$ cat src/rtl/keypad_pkg.sv
// -----------------------------------------------------------------------------
// keypad_pkg
// Shared definitions for the 4x4 hex keypad reader.
//   - FSM state encoding (SCAN, DEB_PRESS, HOLD)
//   - Idle/reset patterns for the active-low row and column buses
//   - Edit key codes (used only when HEX_KEYPAD_EDIT_EN is defined)
//   - key_code_of(): row/column pattern to 4-bit key code
// No ports (package).
// -----------------------------------------------------------------------------
package keypad_pkg;

    localparam logic [1:0] SCAN      = 2'd0;
    localparam logic [1:0] DEB_PRESS = 2'd1;
    localparam logic [1:0] HOLD      = 2'd2;

    localparam logic [3:0] COL_RESET = 4'b1110;
    localparam logic [3:0] ROW_IDLE  = 4'hF;

    localparam logic [3:0] KEY_BKSP  = 4'hE;
    localparam logic [3:0] KEY_CLR   = 4'hF;

    // code = {row index, column index}; with several rows low the
    // lowest-index row wins.
    function automatic logic [3:0] key_code_of(input logic [3:0] row_pat,
                                               input logic [3:0] col_pat);
        logic [1:0] r;
        logic [1:0] c;
        casez (row_pat)
            4'b???0: r = 2'd0;
            4'b??01: r = 2'd1;
            4'b?011: r = 2'd2;
            default: r = 2'd3;
        endcase
        case (col_pat)
            4'b1110: c = 2'd0;
            4'b1101: c = 2'd1;
            4'b1011: c = 2'd2;
            default: c = 2'd3;
        endcase
        return {r, c};
    endfunction

endpackage

$ cat src/rtl/keypad_stable_cnt.sv
// -----------------------------------------------------------------------------
// keypad_stable_cnt
// Up-counter that saturates at LIMIT-1 and raises tc while it sits there.
// A synchronous restart returns it to 0.
// Ports:
//   clk      in  1  system clock
//   clr      in  1  asynchronous active-low reset
//   restart  in  1  synchronous return to 0 (has priority over counting)
//   tc       out 1  count == LIMIT-1
// -----------------------------------------------------------------------------
module keypad_stable_cnt #(
    parameter int unsigned LIMIT = 4
) (
    input  logic clk,
    input  logic clr,
    input  logic restart,
    output logic tc
);

    localparam int unsigned W = (LIMIT > 2) ? $clog2(LIMIT) : 1;

    logic [W-1:0] cnt;

    assign tc = (cnt == W'(LIMIT - 1));

    // NOTE: sequential state is updated with non-blocking assignments only,
    // so every flop samples the values from before the clock edge.
    always_ff @(posedge clk or negedge clr) begin
        if (!clr) begin
            cnt <= '0;
        end else if (restart) begin
            cnt <= '0;
        end else if (!tc) begin
            cnt <= cnt + 1'b1;
        end
    end

endmodule

$ cat src/rtl/hex_keypad_reader.sv
// -----------------------------------------------------------------------------
// hex_keypad_reader
// Scans a 4x4 active-low matrix keypad one column at a time, debounces press
// and release, and shifts each accepted key code into a 32-bit word.
// Parameters:
//   SCAN_DIV      clk cycles each column is driven low (>=4)
//   DEBOUNCE_CYC  stable cycles required for press and for release (>=2)
// Ports:
//   clk        in   1  system clock
//   clr        in   1  asynchronous active-low reset
//   row        in   4  keypad rows, active-low, asynchronous
//   col        out  4  column drive, active-low one-hot
//   key_valid  out  1  one-cycle pulse per accepted key
//   key_code   out  4  last accepted key code
//   data32     out 32  assembled word, newest digit in [3:0]
// Configuration:
//   HEX_KEYPAD_EDIT_EN  when defined, key E is backspace and key F clears
//                       data32; otherwise every key is shifted in.
// -----------------------------------------------------------------------------
module hex_keypad_reader
    import keypad_pkg::*;
#(
    parameter int unsigned SCAN_DIV     = 1000,
    parameter int unsigned DEBOUNCE_CYC = 20000
) (
    input  logic        clk,
    input  logic        clr,
    input  logic [3:0]  row,
    output logic [3:0]  col,
    output logic        key_valid,
    output logic [3:0]  key_code,
    output logic [31:0] data32
);

    logic [3:0]  row_m;
    logic [3:0]  row_s;
    logic [1:0]  state;
    logic [3:0]  cand_row;
    logic        dwell_restart;
    logic        dwell_tc;
    logic        deb_restart;
    logic        deb_tc;
    logic [3:0]  new_code;
    logic [31:0] next_data;

    // NOTE: the synchronizer resets to the idle row pattern, not 0; a zero
    // reset value would look like every key pressed on the first scan.
    always_ff @(posedge clk or negedge clr) begin
        if (!clr) begin
            row_m <= ROW_IDLE;
            row_s <= ROW_IDLE;
        end else begin
            row_m <= row;
            row_s <= row_m;
        end
    end

    // The column is frozen outside SCAN, so the current col is the
    // candidate column.
    assign new_code = key_code_of(cand_row, col);

    // NOTE: every signal written here gets a default first, so no latch is
    // inferred on paths a case arm does not mention.
    always_comb begin
        dwell_restart = 1'b1;
        deb_restart   = 1'b1;
        case (state)
            SCAN:      dwell_restart = dwell_tc;
            DEB_PRESS: deb_restart   = (row_s != cand_row) || deb_tc;
            HOLD:      deb_restart   = (row_s != ROW_IDLE);
            default: ;
        endcase
    end

    always_comb begin
`ifdef HEX_KEYPAD_EDIT_EN
        if (new_code == KEY_BKSP) begin
            next_data = {4'h0, data32[31:4]};
        end else if (new_code == KEY_CLR) begin
            next_data = '0;
        end else begin
            next_data = {data32[27:0], new_code};
        end
`else
        next_data = {data32[27:0], new_code};
`endif
    end

    keypad_stable_cnt #(.LIMIT(SCAN_DIV)) u_dwell (
        .clk     (clk),
        .clr     (clr),
        .restart (dwell_restart),
        .tc      (dwell_tc)
    );

    keypad_stable_cnt #(.LIMIT(DEBOUNCE_CYC)) u_debounce (
        .clk     (clk),
        .clr     (clr),
        .restart (deb_restart),
        .tc      (deb_tc)
    );

    always_ff @(posedge clk or negedge clr) begin
        if (!clr) begin
            state     <= SCAN;
            col       <= COL_RESET;
            cand_row  <= ROW_IDLE;
            key_valid <= 1'b0;
            key_code  <= 4'h0;
            data32    <= '0;
        end else begin
            key_valid <= 1'b0;
            case (state)
                SCAN: begin
                    if (dwell_tc) begin
                        if (row_s == ROW_IDLE) begin
                            col <= {col[2:0], col[3]};
                        end else begin
                            cand_row <= row_s;
                            state    <= DEB_PRESS;
                        end
                    end
                end
                DEB_PRESS: begin
                    if (row_s != cand_row) begin
                        state <= SCAN;
                    end else if (deb_tc) begin
                        key_valid <= 1'b1;
                        key_code  <= new_code;
                        data32    <= next_data;
                        state     <= HOLD;
                    end
                end
                HOLD: begin
                    // Leaving HOLD moves on to the next column so a key
                    // still bouncing at release is not re-detected at once.
                    if (row_s == ROW_IDLE && deb_tc) begin
                        state <= SCAN;
                        col   <= {col[2:0], col[3]};
                    end
                end
                default: state <= SCAN;
            endcase
        end
    end

endmodule
$ cat config.mk
export PLATFORM = sky130hd
export DESIGN_NAME = hex_keypad_reader
export DESIGN_NICKNAME = d
export VERILOG_FILES = /design/src/rtl/keypad_pkg.sv /design/src/rtl/keypad_stable_cnt.sv /design/src/rtl/hex_keypad_reader.sv
export SDC_FILE = /design/constraint.sdc
export NUM_CORES = 1
export LEC_CHECK = 0
export BUFFER_PORTS_ARGS = -buffer_cell sky130_fd_sc_hd__buf_2
export CAP_MARGIN = 20
export CORE_AREA = 5 5 97 99
export DETAILED_ROUTE_END_ITERATION = 7
export DIE_AREA = 0 0 102 104
export PLACE_DENSITY = 0.66
export SLEW_MARGIN = 10
export SYNTH_ARGS = -nofsm -noshare
export SYNTH_HDL_FRONTEND = slang
export SYNTH_SLANG_ARGS = --single-unit
$ cat constraint.sdc
create_clock -name clk -period 2.9 [get_ports clk]
set_clock_uncertainty 0.15 [all_clocks]
set_input_delay 0.29 -clock clk [delete_from_list [all_inputs] [get_ports clk]]
set_output_delay 0.29 -clock clk [all_outputs]
set_load 0.005 [all_outputs]
==> flow_summary.json <==
{
  "avgViaCountPerCell": 4.81,
  "finalPower_uw": 2160,
  "min_period_ns": 2.33,
  "critPathLaunchType": "register",
  "tightest_slew_ns": 0.525,
  "yosysSeqAreaShare": 0.584,
  "crit_required_ns": 2.99,
  "drc": 0,
  "grt_overflow_total": 0,
  "grt_pass1_vias": 2013,
  "fp.dieArea_sq_um": 10600,
  "synth.cell_area_sq_um": 3290,
  "post_drt_wl_per_cell_microns": 12.9,
  "hold_viol": 0,
  "clkSinkCount": 76,
  "wl_microns": 5580,
  "hold_class": "register to register",
  "ys_warn_count": 0,
  "clk_pin_slew_ns": 0.08,
  "use_met1": 0.158,
  "max_freq_ghz": 0.428,
  "die_w_microns": 102,
  "cts_resized": 0,
  "grt_pass1_wl_microns": 9590,
  "ir_drop_v": 0.000336,
  "whs_ns": 0.208,
  "synth_cell_type_count": 35,
  "die_y_microns": 104,
  "initial_core_util": 0.388,
  "cts_buffer_depth": 2,
  "fill_cells": 774,
  "place_congestion": 0.766,
  "rsz0062_at_grt": "false",
  "gr-usage-all-layers": 0.112,
  "fin_crit_sh": 0.805,
  "nNetsFinal": 329,
  "synthTopCellsByArea": "dfrtp_1 (46%), dfstp_2 (12%), mux2_2 (12%)",
  "grt_max_degree": 77,
  "outcome": "finished clean",
  "cts_max_level": 3,
  "multi_input_area_sq_um": 1280,
  "power_leakage_uw": 0.00190,
  "grtUsageMet3": 0.0329,
  "use_met2": 0.158,
  "place_hpwl_microns": 3830,
  "yosysTopAreaCell": "dfrtp_1",
  "path_max_fanout": 7,
  "cts_hold_buf": 5,
  "busiest_layer": "met1",
  "cts_made_buffers": 9,
  "route.vias.total": 2072,
  "synth.avg_cell_area_sq_um": 12.4,
  "cp_data_arrival_time_ns": 2.42,
  "cts_tree": "done",
  "finalInstanceArea_sq_um": 3920,
  "firstDrtPassIters": 4,
  "cap_violations": 0,
  "ys_ff_latch": 76,
  "antenna_found_initial": 0,
  "netlist.area_leader.share": 0.464,
  "power.density_nw_per_um2": 550,
  "io_pins": 47,
  "drt-initial-drc-count": 68,
  "root_buffer": "clkbuf_8",
  "diodes": 0,
  "syn_nets": 276,
  "finalSetupTns_ns": 0,
  "placed_cell_area_sq_um": 3610,
  "row_count": 34,
  "antenna_left": 0,
  "crit_type": "register to register",
  "finalMaxSlewViolations": 0,
  "end_kind": "register",
  "syn2layout_area_growth_pct": 19.4,
  "setup_violations": 0,
  "coreArea_sq_um": 8470,
  "clk_latency_ns": 0.35,
  "seqCellArea_sq_um": 1920,
  "post_cts_buffers": 0,
  "drive_gt1_frac": 0.378,
  "io_buffers": 46,
  "netlist_instances": 265,
  "slew_headroom": 0.647
}
==> sequential cells by signal, summed over array words and instances, names as in the netlist <==
name            flops
data32             29
col                 4
row_m               4
u_dwell.cnt        10
state               2
key_code            3
cand_row            4
row_s               4
u_debounce.cnt     15
key_valid           1
==> through the flow <==
stage / std cells / setup WS (ns) / utilization
3_3_place_gp: 410 / 0.626 / 0.426
6_report: 431 / 0.566 / 0.463
4_1_cts: 431 / 0.562 / 0.463
2_1_floorplan: 265 / 0.633 / -
3_5_place_dp: 410 / 0.575 / 0.426
5_1_grt: 431 / 0.454 / 0.463
==> cell usage in the layout, fill, tap and decap left out, types with 2 or more instances in the layout <==
| cell type | count |
|---|---|
| nor2_1 | 28 |
| a31oi_1 | 3 |
| mux2_4 | 4 |
| buf_2 | 46 |
| clkbuf_8 | 9 |
| dfrtp_1 | 61 |
| xnor2_1 | 11 |
| ha_1 | 5 |
| o21ai_0 | 6 |
| bufinv_16 | 4 |
| nand2_1 | 21 |
| and4_1 | 2 |
| a21oi_1 | 3 |
| nand4_1 | 5 |
| and3_1 | 6 |
| dlygate4sd3_1 | 5 |
| dfstp_2 | 15 |
| and2_1 | 2 |
| mux2_2 | 35 |
| nand3_1 | 9 |
| nor4b_1 | 2 |
| xor2_1 | 15 |
| nor3_1 | 7 |
| inv_1 | 3 |
==> where the power goes <==
part	internal (uW)	switching, uW	leakage (uW)
logic	11.5	23.0	0.000781
clock network	660	388	0.000127
registers	1070	3.88	0.000994
==> per-layer routing <==
layer  share of wire  up-vias
met2            0.42       56
met5               0        -
met3           0.080       11
li1                -     1020
met4           0.021        0
met1            0.47      985
==> Yosys cell counts <==
| cell type | number |
|---|---|
| nor4b_1 | 2 |
| or4_4 | 1 |
| xnor2_1 | 11 |
| nand2_4 | 1 |
| nand3_1 | 9 |
| o21ai_0 | 6 |
| nor3_1 | 7 |
| and4_2 | 1 |
| buf_6 | 1 |
| or3b_1 | 1 |
| nand4_1 | 5 |
| and2_1 | 2 |
| dfrtp_1 | 61 |
| buf_4 | 4 |
| ha_1 | 5 |
| nand2_1 | 21 |
| and3_1 | 6 |
| a31oi_1 | 3 |
| xor2_1 | 15 |
| inv_1 | 3 |
| and4_1 | 2 |
| nor2_1 | 28 |
| nand3_2 | 1 |
| and3_2 | 1 |
| buf_2 | 5 |
| nor4_1 | 1 |
| dfstp_2 | 15 |
| a21o_1 | 1 |
| clkbuf_1 | 1 |
| a21oi_1 | 3 |
| o211ai_1 | 1 |
| nor3b_1 | 1 |
| mux2_4 | 4 |
| mux2_2 | 35 |
| a2bb2oi_1 | 1 |
==> worst max-delay path, cell delays in order, from the launching register on <==
cell	delay, ns
dfrtp_1	0.39
ha_1	0.22
and4_1	0.29
and4_1	0.37
mux2_2	0.20
and3_1	0.30
mux2_4	0.32
==> final cells by class <==
class                      instances  area share
clock buffer                      10      0.0325
timing repair buffer              53      0.0784
sequential                        76       0.489
inverter                           3     0.00287
tap                              108      0.0344
multi-input combinational        175       0.327
clock inverter                     6      0.0348
==> worst paths after layout <==
kind,startpoint,to,slack (ns),cells past startpoint
max,u_debounce.cnt[0],col[0],0.57,6
min,row_m[3],row_s[3],0.21,0
max reg2reg,u_debounce.cnt[0],col[0],0.57,6
min reg2reg,row_m[3],row_s[3],0.21,0
max in group asynchronous,clr,cand_row[0],1.90,3
min in group asynchronous,clr,data32[24],0.35,3
==> cells by family (layout without fill, tap and decap cells) <==
family	count (synthesis)	count (layout)	synth area share
xor+xnor	26	26	0.0693
mux	39	39	0.138
buf+inv	14	72	0.0247
fa+ha+maj	5	5	0.0190
compound gates	15	15	0.0266
simple gates	90	90	0.138
flops	76	76	0.584
No activity file was read; power rests on OpenSTA's default activity.
